[config.mk]
export PLATFORM = sky130hd
export DESIGN_NAME = bcd_countdown_timer
export DESIGN_NICKNAME = d
export VERILOG_FILES = /design/src/rtl/bcd_timer_pkg.sv /design/src/rtl/bcd_digit.sv /design/src/rtl/bcd_countdown_timer.sv
export SDC_FILE = /design/constraint.sdc
export NUM_CORES = 1
export LEC_CHECK = 0
export BUFFER_PORTS_ARGS = -buffer_cell sky130_fd_sc_hd__buf_4
export CORE_MARGIN = 8
export CORE_UTILIZATION = 51
export DETAILED_ROUTE_END_ITERATION = 10
export PLACE_DENSITY = 0.85
export SYNTH_ARGS = -nofsm -noshare
export SYNTH_HDL_FRONTEND = slang
export SYNTH_SLANG_ARGS = --single-unit
[constraint.sdc]
create_clock -name clock -period 5.28 [get_ports clock]
set_input_delay 1.056 -clock clock [delete_from_list [all_inputs] [get_ports clock]]
set_output_delay 1.056 -clock clock [all_outputs]
set_load 0.005 [all_outputs]
[src/rtl/bcd_timer_pkg.sv]
// Shared types and constants for the BCD countdown timer.
// Holds the run-state encoding, digit width, default MM:SS moduli and load saturation.
package bcd_timer_pkg;

  typedef enum logic [1:0] {
    ST_IDLE   = 2'd0,
    ST_RUN    = 2'd1,
    ST_PAUSED = 2'd2,
    ST_DONE   = 2'd3
  } state_e;

  localparam int DIGIT_W = 4;

  localparam logic [15:0] MMSS_MODULI = 16'h6A6A;

  // A preset field at or above the modulus clamps to the largest legal digit.
  function automatic logic [DIGIT_W-1:0] sat_digit(input logic [DIGIT_W-1:0] v,
                                                   input logic [DIGIT_W-1:0] m);
    logic [DIGIT_W-1:0] r;
    if (v >= m) begin
      r = m - 4'd1;
    end else begin
      r = v;
    end
    return r;
  endfunction

endpackage

[src/rtl/bcd_digit.sv]
// One BCD digit of modulus MOD.
// Supports a saturating load and a borrow decrement that wraps 0 -> MOD-1.
module bcd_digit
  import bcd_timer_pkg::*;
#(
  parameter logic [DIGIT_W-1:0] MOD = 4'd10
) (
  input  logic               clock,
  input  logic               clr,
  input  logic               load,
  input  logic [DIGIT_W-1:0] d,
  input  logic               dec,
  output logic [DIGIT_W-1:0] q,
  output logic               is_zero
);

  logic [DIGIT_W-1:0] q_d;
  logic [DIGIT_W-1:0] q_q;

  // Next digit value: load beats decrement.
  always_comb begin
    q_d = q_q;
    if (load) begin
      q_d = sat_digit(d, MOD);
    end else if (dec) begin
      if (q_q == 4'd0) begin
        q_d = MOD - 4'd1;
      end else begin
        q_d = q_q - 4'd1;
      end
    end else begin
      q_d = q_q;
    end
  end

  // Digit register with synchronous clear.
  always_ff @(posedge clock) begin
    if (clr) begin
      q_q <= 4'd0;
    end else begin
      q_q <= q_d;
    end
  end

  assign q       = q_q;
  assign is_zero = (q_q == 4'd0);

endmodule

[src/rtl/bcd_countdown_timer.sv]
// Multi-digit BCD countdown timer: cascaded digits with borrow ripple,
// run/pause state machine, stop-at-zero or wrap mode and a registered done pulse.
module bcd_countdown_timer
  import bcd_timer_pkg::*;
#(
  parameter int                          NUM_DIGITS = 4,
  parameter logic [4*NUM_DIGITS-1:0]     MODULI     = MMSS_MODULI
) (
  input  logic                          clock,
  input  logic                          clr,
  input  logic                          loadn,
  input  logic [DIGIT_W*NUM_DIGITS-1:0] data,
  input  logic                          start,
  input  logic                          pause,
  input  logic                          wrap_mode,
  input  logic                          enable,
  output logic [DIGIT_W*NUM_DIGITS-1:0] digits,
  output logic                          zero,
  output logic                          tc,
  output logic                          done,
  output logic                          running
);

  state_e                          state_d, state_q;
  logic                            done_d, done_q;
  logic [DIGIT_W*NUM_DIGITS-1:0]   digit_q_s;
  logic [NUM_DIGITS-1:0]           is_zero_s;
  logic [NUM_DIGITS:0]             lower_zero_s;
  logic [NUM_DIGITS-1:0]           dec_s;
  logic                            zero_s;
  logic                            count_one_s;
  logic                            running_s;
  logic                            tick_s;

  // Borrow chain and "count equals one" detection from the pre-edge digits.
  always_comb begin
    lower_zero_s[0] = 1'b1;
    for (int i = 0; i < NUM_DIGITS; i++) begin
      lower_zero_s[i+1] = lower_zero_s[i] & is_zero_s[i];
    end
    count_one_s = (digit_q_s[DIGIT_W-1:0] == 4'd1);
    for (int i = 1; i < NUM_DIGITS; i++) begin
      count_one_s = count_one_s & is_zero_s[i];
    end
  end

  assign zero_s    = lower_zero_s[NUM_DIGITS];
  assign running_s = (state_q == ST_RUN);
  // A zero count in stop mode must not wrap; it only moves the FSM to DONE.
  assign tick_s    = running_s & enable & loadn & ~pause & (wrap_mode | ~zero_s);

  for (genvar g = 0; g < NUM_DIGITS; g++) begin : g_digit
    assign dec_s[g] = tick_s & lower_zero_s[g];

    bcd_digit #(
      .MOD (MODULI[DIGIT_W*g +: DIGIT_W])
    ) u_digit (
      .clock   (clock),
      .clr     (clr),
      .load    (~loadn),
      .d       (data[DIGIT_W*g +: DIGIT_W]),
      .dec     (dec_s[g]),
      .q       (digit_q_s[DIGIT_W*g +: DIGIT_W]),
      .is_zero (is_zero_s[g])
    );
  end

  // Run-state next-state and done pulse; load overrides everything but clr.
  always_comb begin
    state_d = state_q;
    done_d  = 1'b0;
    if (!loadn) begin
      state_d = ST_IDLE;
    end else begin
      case (state_q)
        ST_IDLE, ST_PAUSED: begin
          if (!pause && start && (!zero_s || wrap_mode)) begin
            state_d = ST_RUN;
          end else begin
            state_d = state_q;
          end
        end
        ST_RUN: begin
          if (pause) begin
            state_d = ST_PAUSED;
          end else if (enable && !wrap_mode && (zero_s || count_one_s)) begin
            state_d = ST_DONE;
            done_d  = 1'b1;
          end else begin
            state_d = ST_RUN;
          end
        end
        ST_DONE: state_d = ST_DONE;
        default: state_d = ST_IDLE;
      endcase
    end
  end

  // FSM state and done registers.
  always_ff @(posedge clock) begin
    if (clr) begin
      state_q <= ST_IDLE;
      done_q  <= 1'b0;
    end else begin
      state_q <= state_d;
      done_q  <= done_d;
    end
  end

  assign digits  = digit_q_s;
  assign zero    = zero_s;
  assign running = running_s;
  assign tc      = zero_s & enable & running_s;
  assign done    = done_q;

endmodule

=== Yosys cells after proc, flatten, opt, wreduce, memory -nomap -nowiden ===
Index checks and enable logic that the tools add are counted.

* Add/sub/neg operators: 4
* Order comparisons: 4
* Equality and inequality tests: 9
* Muxes and demuxes: 21
* Bitwise operators: 20
* Reductions and logical operators: 17

{| class="wikitable"
|+ Operator list
! operator !! number
|-
| two-way mux 4 bit || 16
|-
| zero test 4 bit || 4
|-
| subtractor 4 x 1 -> 4 bit (second input constant) || 4
|-
| bitwise AND 1 bit || 15
|-
| greater-or-equal comparator 4 x 3 -> 1 bit (second input constant) || 2
|-
| greater-or-equal comparator 4 bit (second input constant) || 2
|-
| != test 2 x 1 -> 1 bit (second input constant) || 4
|-
| two-way mux 2 bit || 3
|-
| one-hot mux 2 bit (3 select lines) || 1
|-
| == test 2 bit (second input constant) || 2
|-
| == test 4 x 1 -> 1 bit (second input constant) || 1
|-
| logical AND 1 bit || 4
|-
| inverter 1 bit || 4
|-
| OR reduction 2 bit || 2
|-
| OR reduction 4 bit || 1
|-
| zero test 1 bit || 3
|-
| == test 2 x 1 -> 1 bit (second input constant) || 1
|-
| zero test 2 bit || 1
|-
| logical OR 1 bit || 2
|-
| != test 2 bit (second input constant) || 1
|-
| two-way mux 1 bit || 1
|-
| bitwise OR 1 bit || 1
|}

* Register bits: 19
* Input port bits: 23
* Output and inout port bits: 20
* Logic and storage cells: 81

=== Depth between registers and ports, before layout ===
Gate-level depths: netlist of the first run.

* Depth after elaboration: 10
* Gate-level depth with buffers: 6
* Gate-level depth less buffers: 5

=== Modules after synthesis ===
A second synthesis of the first run with hierarchy kept.

* Cell total of the unflattened synthesis: 120
* Area total of the unflattened synthesis: 1124.8 sq um

{| class="wikitable"
|+ Modules (own cells, without submodules)
! module !! times used !! cells an instance !! area each (sq um) !! sequential area each (sq um)
|-
| bcd_digit at g_digit[0].u_digit ... || 2 || 25 || 240.2 || 80.1
|-
| bcd_digit at g_digit[1].u_digit ... || 2 || 21 || 200.2 || 80.1
|-
| bcd_countdown_timer || 1 || 28 || 244.0 || 60.1
|}

=== Least setup slack after synthesis of the first run ===
No wires, ideal clock.

* Kind: input to register
* Start point: input enable
* End point: register g_digit[1].u_digit.q_q[2]
* Library setup time: 88 ps
* Data arrival time: 2506 ps
* Required time: 5192 ps
* Setup slack: 2686 ps
* Stages: 6
* Path buffers: 1
* Cell sequence: nor4bb_1 -> buf_4 -> nand3_2 -> a211o_1 -> or4_4 -> a311oi_2

* Cells in the longest elaborated chain, start to end: 6

{| class="wikitable"
|+ Ends and longest elaborated chain
! element !! RTL line !! text
|-
| from (decl) || bcd_countdown_timer.sv:16 || <nowiki>input logic enable,</nowiki>
|-
| bitwise AND 1 bit (4 in a row) || bcd_countdown_timer.sv:50 || <nowiki>assign tick_s = running_s & enable & loadn & ~pause & (wrap_mode | ~zero_s);</nowiki>
|-
| bitwise AND 1 bit || bcd_countdown_timer.sv:53 || <nowiki>assign dec_s[g] = tick_s & lower_zero_s[g];</nowiki>
|-
| != test 2 x 1 -> 1 bit (no line) || n/a ||
|-
| to (signal assigned) || bcd_digit.sv:41 || <nowiki>q_q <= q_d;</nowiki>
|-
| to (decl) || bcd_digit.sv:18 || <nowiki>logic [DIGIT_W-1:0] q_q;</nowiki>
|}

No other way between the ends.
A chain may end at the register's enable or synchronous reset.

=== Worst setup path after layout of the first run ===
* Start point: input pause
* End point: register g_digit[1].u_digit.q_q[2]

* Cells in the longest elaborated chain, start to end: 5

{| class="wikitable"
|+ Ends and longest elaborated chain
! element !! RTL line !! text
|-
| from (decl) || bcd_countdown_timer.sv:14 || <nowiki>input logic pause,</nowiki>
|-
| inverter 1 bit || bcd_countdown_timer.sv:50 ||
|-
| bitwise AND 1 bit (2 in a row) || bcd_countdown_timer.sv:50 ||
|-
| bitwise AND 1 bit || bcd_countdown_timer.sv:53 ||
|-
| != test 2 x 1 -> 1 bit (no line) || n/a ||
|}

No other way between the ends.

==> results.toml, run 1 <==
[synthesis]
synth_area_per_cell_um2 = 8.79
yosys.cell_types.count = 49
synth_enable_flop_cells = 0
ys_ff_latch = 19
synth_top_flop_cell = "dfxtp_1"
ys_async_sr_fraction = 0
synthCells = 127
yosysWarningCount = 0
syn_nets = 150
synth_area_um2 = 1120
synth-seq-area-share = 0.341

[global_routing]
grt_max_degree = 31
overflow = 0
grt_usage = 0.155
grt_pass1_vias = 1190
antenna_found_initial = 0
grt_pass1_wl_um = 5180

[floorplan]
start_util = 0.520
coreArea_um2 = 2150
die-area_um2 = 3940
die_y_um = 62.8
die_w_um = 62.8
rows = 17
io_pins = 43

[route]
route.vias.total = 1170
met3_wirelength_um = 174
drcViolationCount = 0
drt_first_pass_iters = 4
first_iter_violations = 63
routedWlPerCell_um = 15.5
m1WireLength_um = 1300
routed_wl_um = 3040
vias_per_cell = 5.97
met2_length_um = 1550
highest_layer = "met4"
ant_nets = 0

[sta]
fin_crit_ns = 3.17
fin_skew_ns = 0.00346
tns_ns = 0
worst_pin_slew_ns = 1.15
maxSlewHeadroom = 0.220
slew_viol_final = 0
setup_viol_count_final = 0
fmax_ghz = 0.316
rsz0062_at_grt = "false"
setup_slack_ns = 2.11
finalHoldViolCount = 0
finalCritPeriodShare = 0.600

[power]
finalPower_w = 0.000303
peakVddDrop_v = 0.000139
power_density_nw_per_um2 = 206
p_leak_nw = 0.573

[clock_tree]
ctsResizeCount = 0
clk_latency_ns = 0.29
cts_setup_buffers = 0
htreeDepth = 1
cts_inserted_buffers = 3
root_buffer = "clkbuf_4"
clockBufferDepth = 2
clk_pin_slew_ns = 0.11
ctsHoldBuffers = 0
cts_tree = "done"
cts.sinks = 19

[final_layout]
drive_gt1_frac = 0.321
design_area_um2 = 1470
areaGrowthSynthToFinish_pct = 31.7
fillers = 184
final_common_cell = "buf_4"
diodes = 0
nets = 192
mostFrequentLayoutCells = "42 x buf_4, 19 x dfxtp_1, 14 x nor2_1, 9 x nor3_1, 9 x nand2_1"

[place]
post-dp-hpwl_um = 2400
gp_congestion = 0.904
io_buffers = 42
pre_cts_ws_ns = 1.86
post_dp_cell_area_um2 = 1440

[worst_setup_path]
cp.arrival_ns = 3.39
critPathMaxFanout = 7
worst_setup_path_start_kind = "input pin"
crit_path_end_kind = "register"
crit_type = "in2reg"
crit_required_ns = 5.50

[outcome]
status = "finished, final reports clean"

[job]
cap_violations = 0

[hold_path]
hp-class = "reg2reg"
## cell families after synthesis
kind of cell	count (synthesis)	synth area share
AND/OR/NAND/NOR	58	0.323
AO/OA/AOI/OAI	37	0.254
flip-flops	19	0.341
buffers and inverters	6	0.0235
XOR/XNOR	4	0.0314
multiplexers	3	0.0269
## critical path, stage by stage
cell      delay, ns
buf_4          0.12
nor4bb_1       0.96
nand3_2        0.20
a211o_1        0.38
or4_4          0.44
a311oi_2       0.23
## sequential cells by signal (all words and copies together), names as in the netlist
signal             cells
done                   1
g_digit.u_digit.q     16
state_q                2
## final cells by class
cell class	instances	area, um^2	area share
inverter	1	3.75	0.00255
clock buffer	4	26.3	0.0179
sequential	19	380	0.259
multi-input combinational	102	709	0.483
tap	28	35.0	0.0238
timing repair buffer	42	315	0.214
## synthesized netlist by cell type (all sizes together) (3+ instances only)
cell	instances	area (um^2)
dfxtp	19	380
nor2	14	52.6
nor3	10	55.1
nand2	9	33.8
o21ai	6	30.0
a211oi	5	37.5
a311oi	4	41.3
clkbuf	4	15.0
nor4	4	46.3
a22oi	3	22.5
and3	3	18.8
mux2i	3	30.0
nand3	3	20.0
nor3b	3	33.8
xnor2	3	26.3
## where the power goes
part / switching [W] / leakage [nW] / internal (W) / total, W
clock network: 0.0000434 / 0.0150 / 0.0000294 / 0.0000728
registers: 0.0000114 / 0.156 / 0.000150 / 0.000161
logic: 0.0000322 / 0.402 / 0.0000365 / 0.0000688
total: 0.0000870 / 0.573 / 0.000216 / 0.000303
## per-stage QoR
| stage | std cells | utilization | hold WS (ns) |
|---|---|---|---|
| after global routing | 196 | 0.684 | 0.548 |
| final | 196 | 0.684 | 0.521 |
| after CTS | 196 | 0.684 | 0.526 |
| after floorplan | 127 | - | 0.471 |
| after detailed placement | 192 | 0.672 | 0.508 |
| after global placement | 192 | 0.672 | 0.492 |
## worst paths after layout
kind / from / cells past startpoint / end / slack (ns)
max: pause / 6 / g_digit[1].u_digit.q[2]$_SDFFE_PP0P_ / 2.11
min: state_q[0]$_SDFFE_PP0P_ / 2 / state_q[0]$_SDFFE_PP0P_ / 0.52
max reg2reg: state_q[1]$_SDFFE_PP0P_ / 5 / g_digit[1].u_digit.q[2]$_SDFFE_PP0P_ / 2.61
min reg2reg: state_q[0]$_SDFFE_PP0P_ / 2 / state_q[0]$_SDFFE_PP0P_ / 0.52
## layer usage
metal | vias up | GRT usage
met5 | - | 0
met4 | 0 | 0.0627
met3 | 2 | 0.0323
met2 | 37 | 0.278
met1 | 544 | 0.172
li1 | 587 | -
No activity file was read; power rests on OpenSTA's default activity.
==> run 2: changes to the inputs <==
Settings changed: ABC_AREA set to 1, CORE_UTILIZATION 51 to 45, PLACE_DENSITY 0.85 to 0.78.
Clock period 5.28 ns to 2.6 ns, I/O delays scaled along.
==> run 2 against run 1 <==
  * Count of clock-buffer cells in the layout down 1
  * Register-to-register slack worse by 1.5 ns
  * Cell area up 9.9%
  * Worst setup slack worse by 1.6 ns
  * Final cell count up 38%
  * Sequential cell count unchanged
  * Worst hold slack worse by 0.12 ns
  * Sequential share of layout area down 2.3 points
  * Combinational power rose to 3.0 times the previous value
  * Critical path type is now reg2out
  * Critical endpoint is now tc
==> results.toml, run 2 <==
[synthesis]
synthCells = 198
synth_area_leaders = "dfxtp_1 30%, nand2_1 14%, nor2_1 12%, inv_1 5.7%, a21oi_1 4.4%"
synth-seq-area-share = 0.304
synth_area_um2 = 1250
yosys.cell_types.count = 32
yosysWarningCount = 0
synth_common_cells = "46 x nand2_1, 40 x nor2_1, 19 x dfxtp_1, 19 x inv_1"
yosys.area.top_type_share = 0.304
syn_nets = 221
synth_top_flop_cell = "dfxtp_1"
synth_enable_flop_cells = 0
ys_async_sr_fraction = 0
yosysMostFrequentCell = "nand2_1"
yosysTopAreaCell = "dfxtp_1"
ys_ff_latch = 19
synth_area_per_cell_um2 = 6.32

[clock_tree]
clk_pin_slew_ns = 0.12
cts_inserted_buffers = 3
clockBufferDepth = 2
clk_latency_ns = 0.31
cts.sinks = 19
htreeDepth = 1
cts_setup_buffers = 0
cts_tree = "done"
root_buffer = "clkbuf_4"
ctsHoldBuffers = 0
ctsResizeCount = 0

[worst_setup_path]
worst_setup_path_start_kind = "register"
crit_type = "reg2out"
crit_required_ns = 2.08
critPathMaxFanout = 3
crit_slowest_cell = "dfxtp_1"
cp_common_cell = "nand2_1"
crit_path_end_kind = "primary output"
cpPeakStageDelay_ns = 0.35
cp_cell_sequence = "nor2_1 -> nand2_1 -> nor2_4 -> nand2_1 -> nor4_1 -> buf_4"
cp.arrival_ns = 1.60

[route]
routedWlPerCell_um = 11.5
first_iter_violations = 89
drcViolationCount = 0
drt_first_pass_iters = 4
routed_wl_um = 3120
route.vias.total = 1382
vias_per_cell = 5.10
ant_nets = 0

[sta]
finalCritPeriodShare = 0.814
maxSlewHeadroom = 0.722
worst_pin_slew_ns = 0.416
tns_ns = 0
setup_slack_ns = 0.483
setup_viol_count_final = 0
finalHoldViolCount = 0
fin_skew_ns = 0.00502
slew_viol_final = 0
rsz0062_at_grt = "false"
fin_crit_ns = 2.12
fmax_ghz = 0.472

[power]
finalPower_w = 0.000702
power_density_nw_per_um2 = 435
p_leak_nw = 0.815
peakVddDrop_v = 0.000319

[floorplan]
coreArea_um2 = 2710
rows = 19
io_pins = 43
die_y_um = 68.7
start_util = 0.462
die-area_um2 = 4720
die_w_um = 68.7

[outcome]
status = "finished, final reports clean"

[global_routing]
grt_max_degree = 24
overflow = 0
grt_pass1_vias = 1257
grt_pass1_wl_um = 5290
grt_usage = 0.141
antenna_found_initial = 0

[final_layout]
diodes = 0
mostFrequentLayoutCells = "46 x nand2_1, 42 x buf_4, 40 x nor2_1, 19 x inv_1, 19 x dfxtp_1"
post-route-util = 0.596
largest_reg_flops = 16
areaGrowthSynthToFinish_pct = 29.1
final_common_cell = "nand2_1"
nets = 264
drive_gt1_frac = 0.271
final_cells = 271

[place]
dp_cells = 267
gp_congestion = 0.843
post-dp-hpwl_um = 2470
io_buffers = 42
pre_cts_ws_ns = 0.690

[job]
cap_violations = 0

[hold_path]
hp-class = "in2reg"
-- run 2: layer usage --
metal  share of wire  track usage  vias up
met2            0.45        0.222       31
met3           0.074       0.0339        5
met5               0            0        -
li1                -            -      729
met1            0.46        0.180      617
met4           0.014       0.0602        0
-- run 2: cell families (layout without fill, tap and decap cells) --
kind of cell / count (synthesis) / in the layout / synth area share
and+or+nand+nor: 122 / 122 / 0.465
buffers and inverters: 25 / 67 / 0.0770
xor gates and xnor gates: 1 / 1 / 0.00700
AOI/OAI and AO/OA: 31 / 31 / 0.147
DFF: 19 / 19 / 0.304
-- run 2: through the flow --
| stage | cell area, um^2 | hold WS [ns] |
|---|---|---|
| finish | 1620 | 0.404 |
| global placement | 1590 | 0.507 |
| floorplan | 1250 | 0.479 |
| detailed placement | 1590 | 0.503 |
| CTS | 1620 | 0.395 |
| global route | 1620 | 0.382 |
-- run 2: worst paths after layout --
kind	startpoint	to	slack, ns	cells past startpoint
hold reg to reg	g_digit[1].u_digit.q[3]$_SDFFE_PP0P_	g_digit[1].u_digit.q[3]$_SDFFE_PP0P_	0.52	2
setup reg to reg	g_digit[1].u_digit.q[3]$_SDFFE_PP0P_	g_digit[0].u_digit.q[1]$_SDFFE_PP0P_	1.12	8
setup / recovery	g_digit[1].u_digit.q[3]$_SDFFE_PP0P_	tc	0.48	6
hold / removal	clr	done$_SDFF_PP0_	0.40	2
-- run 2: area by class of cell --
type	count	area (um^2)
inverters	21	78.8
multi-input cells	154	774
flip-flops and latches	19	380
repair buffers	42	315
clock buffers	3	22.5
fillers	268	1090
clock inverters	1	5.00
well taps	31	38.8
-- run 2: report_power, final --
group | internal, W | switching (W)
Sequential | 0.000309 | 0.0000225
Combinational | 0.0000950 | 0.000114
Clock | 0.0000575 | 0.000103
Total | 0.000462 | 0.000240
-- run 2: worst max-delay path, delay by kind of cell (launching register included) --
kind / cells / cell delay [ns]
and+or+nand+nor: 5 / 0.78
DFF: 1 / 0.35
buffers and inverters: 1 / 0.15
==> run 3: changes to the inputs <==
Clock period 2.6 ns to 1.74 ns, I/O delays scaled along.
==> run 3 against run 2 <==
  * Clock power increased by 52%
  * Die area is the same
  * Largest power group unchanged
  * Critical endpoint is now zero
  * Sequential power is 51% higher
  * Via count is 6.9% higher
  * Count of clock-buffer cells in the layout unchanged
  * Clock skew decreased by 0.0015 ns
  * Sequential cell count unchanged
  * Combinational power increased by 99%
  * Non-clock buffer count grew 21
  * Sequential share of layout area decreased by 1.7 points
  * Core utilization increased by 9.8 points
==> results.toml, run 3 (synthesis results as in run 2) <==
[outcome]
status = "finished, final reports clean"

[route]
vias_per_cell = 5.06
routedWlPerCell_um = 13.2
ant_nets = 0
drt_first_pass_iters = 4
routed_wl_um = 3840
drcViolationCount = 0
route.vias.total = 1478
first_iter_violations = 96

[sta]
worst_pin_slew_ns = 0.458
holdWs_ns = 0.219
finalCritPeriodShare = 0.984
finalHoldViolCount = 0
slew_viol_final = 0
maxSlewHeadroom = 0.694
fmax_ghz = 0.584
rsz0062_at_grt = "true"
fin_crit_ns = 1.71
fin_skew_ns = 0.00356
tns_ns = 0
setup_viol_count_final = 0
setup_slack_ns = 0.0282

[final_layout]
drive_gt1_frac = 0.421
final_cells = 292
diodes = 0
largest_reg_flops = 16
areaGrowthSynthToFinish_pct = 50.3
mostFrequentLayoutCells = "63 x buf_4, 42 x nand2_1, 35 x nor2_1, 19 x inv_1"
fillers = 237
nets = 285
final_common_cell = "buf_4"

[place]
io_buffers = 42
gp_congestion = 0.876
post-dp-hpwl_um = 2660
dp_cells = 271
pre_cts_ws_ns = 0.161

[power]
power_density_nw_per_um2 = 617
p_leak_nw = 0.942
peakVddDrop_v = 0.000466

[worst_setup_path]
worst_setup_path_start_kind = "register"
crit_type = "reg2out"
critPathMaxFanout = 4
crit_path_end_kind = "primary output"
crit_required_ns = 1.39
cp.arrival_ns = 1.36

[clock_tree]
ctsHoldBuffers = 0
clk_pin_slew_ns = 0.12
clk_latency_ns = 0.31
htreeDepth = 1
clockBufferDepth = 2
cts_tree = "done"
cts_inserted_buffers = 3
cts.sinks = 19
root_buffer = "clkbuf_4"

[floorplan]
rows = 19
die_y_um = 68.7
die_w_um = 68.7
start_util = 0.462
io_pins = 43
coreArea_um2 = 2710
die-area_um2 = 4720

[global_routing]
grt_pass1_wl_um = 6000
antenna_found_initial = 0
grt_max_degree = 23
grt_usage = 0.163
grt_pass1_vias = 1410
overflow = 0

[job]
cap_violations = 0

[hold_path]
hp-class = "in2reg"
==> run 3: cell count changes in the layout (fill, tap and decap cells not counted), sizes merged <==
cell	delta
buf	+21
==> run 3: worst max-delay path, stage by stage, from the launching register on <==
cell     delay, ns
dfxtp_4       0.38
nor2_4        0.12
nand2_2       0.08
nor2_4        0.10
nand2_2       0.09
buf_4         0.14
inv_1         0.04
buf_4         0.10
==> run 3: final timing paths <==
check	start	endpoint	slack, ns	cells after the start
min	clr	done$_SDFF_PP0_	0.22	2
max	g_digit[0].u_digit.q[1]$_SDFFE_PP0P_	zero	0.03	7
min reg2reg	g_digit[3].u_digit.q[2]$_SDFFE_PP0P_	g_digit[3].u_digit.q[2]$_SDFFE_PP0P_	0.54	2
max reg2reg	state_q[0]$_SDFFE_PP0P_	g_digit[2].u_digit.q[3]$_SDFFE_PP0P_	0.24	9
==> run 3: per-layer routing <==
layer  wire [um]  share of wire  track usage  up-vias
met5           0              0            0        -
met4          44          0.011       0.0677        0
met3         184          0.048       0.0420        4
met2        2000           0.52        0.292       28
met1        1610           0.42        0.179      677
li1            -              -            -      769
==> run 3: final cells by class <==
type	instances	area [um^2]	share of cell area
Clock buffer	3	22.5	0.0120
Tap cell	31	38.8	0.0206
Timing Repair Buffer	63	473	0.251
Multi-Input combinational cell	154	852	0.453
Clock inverter	1	5.00	0.00266
Sequential cell	19	410	0.218
Inverter	21	78.8	0.0419
==> run 3: metrics by stage <==
stage                     area, um^2  power, W   util
after global placement          1620  0.000828  0.597
after global routing            1880   0.00123  0.694
after floorplan                 1250  0.000698      -
final                           1880   0.00116  0.694
after CTS                       1800   0.00113  0.664
after detailed placement        1620  0.000832  0.597
==> run 3: timing repair <==
action	in CTS	in global routing
pin swaps	10	6
gates resized for setup	26	12
cloned	0	0
buffers inserted	13	4
setup endpoints to repair	2	2
==> run 3: power breakdown <==
part           switching, W  total (W)  internal (W)
clock network      0.000158   0.000244     0.0000860
logic              0.000211   0.000416      0.000205
registers         0.0000354   0.000500      0.000465
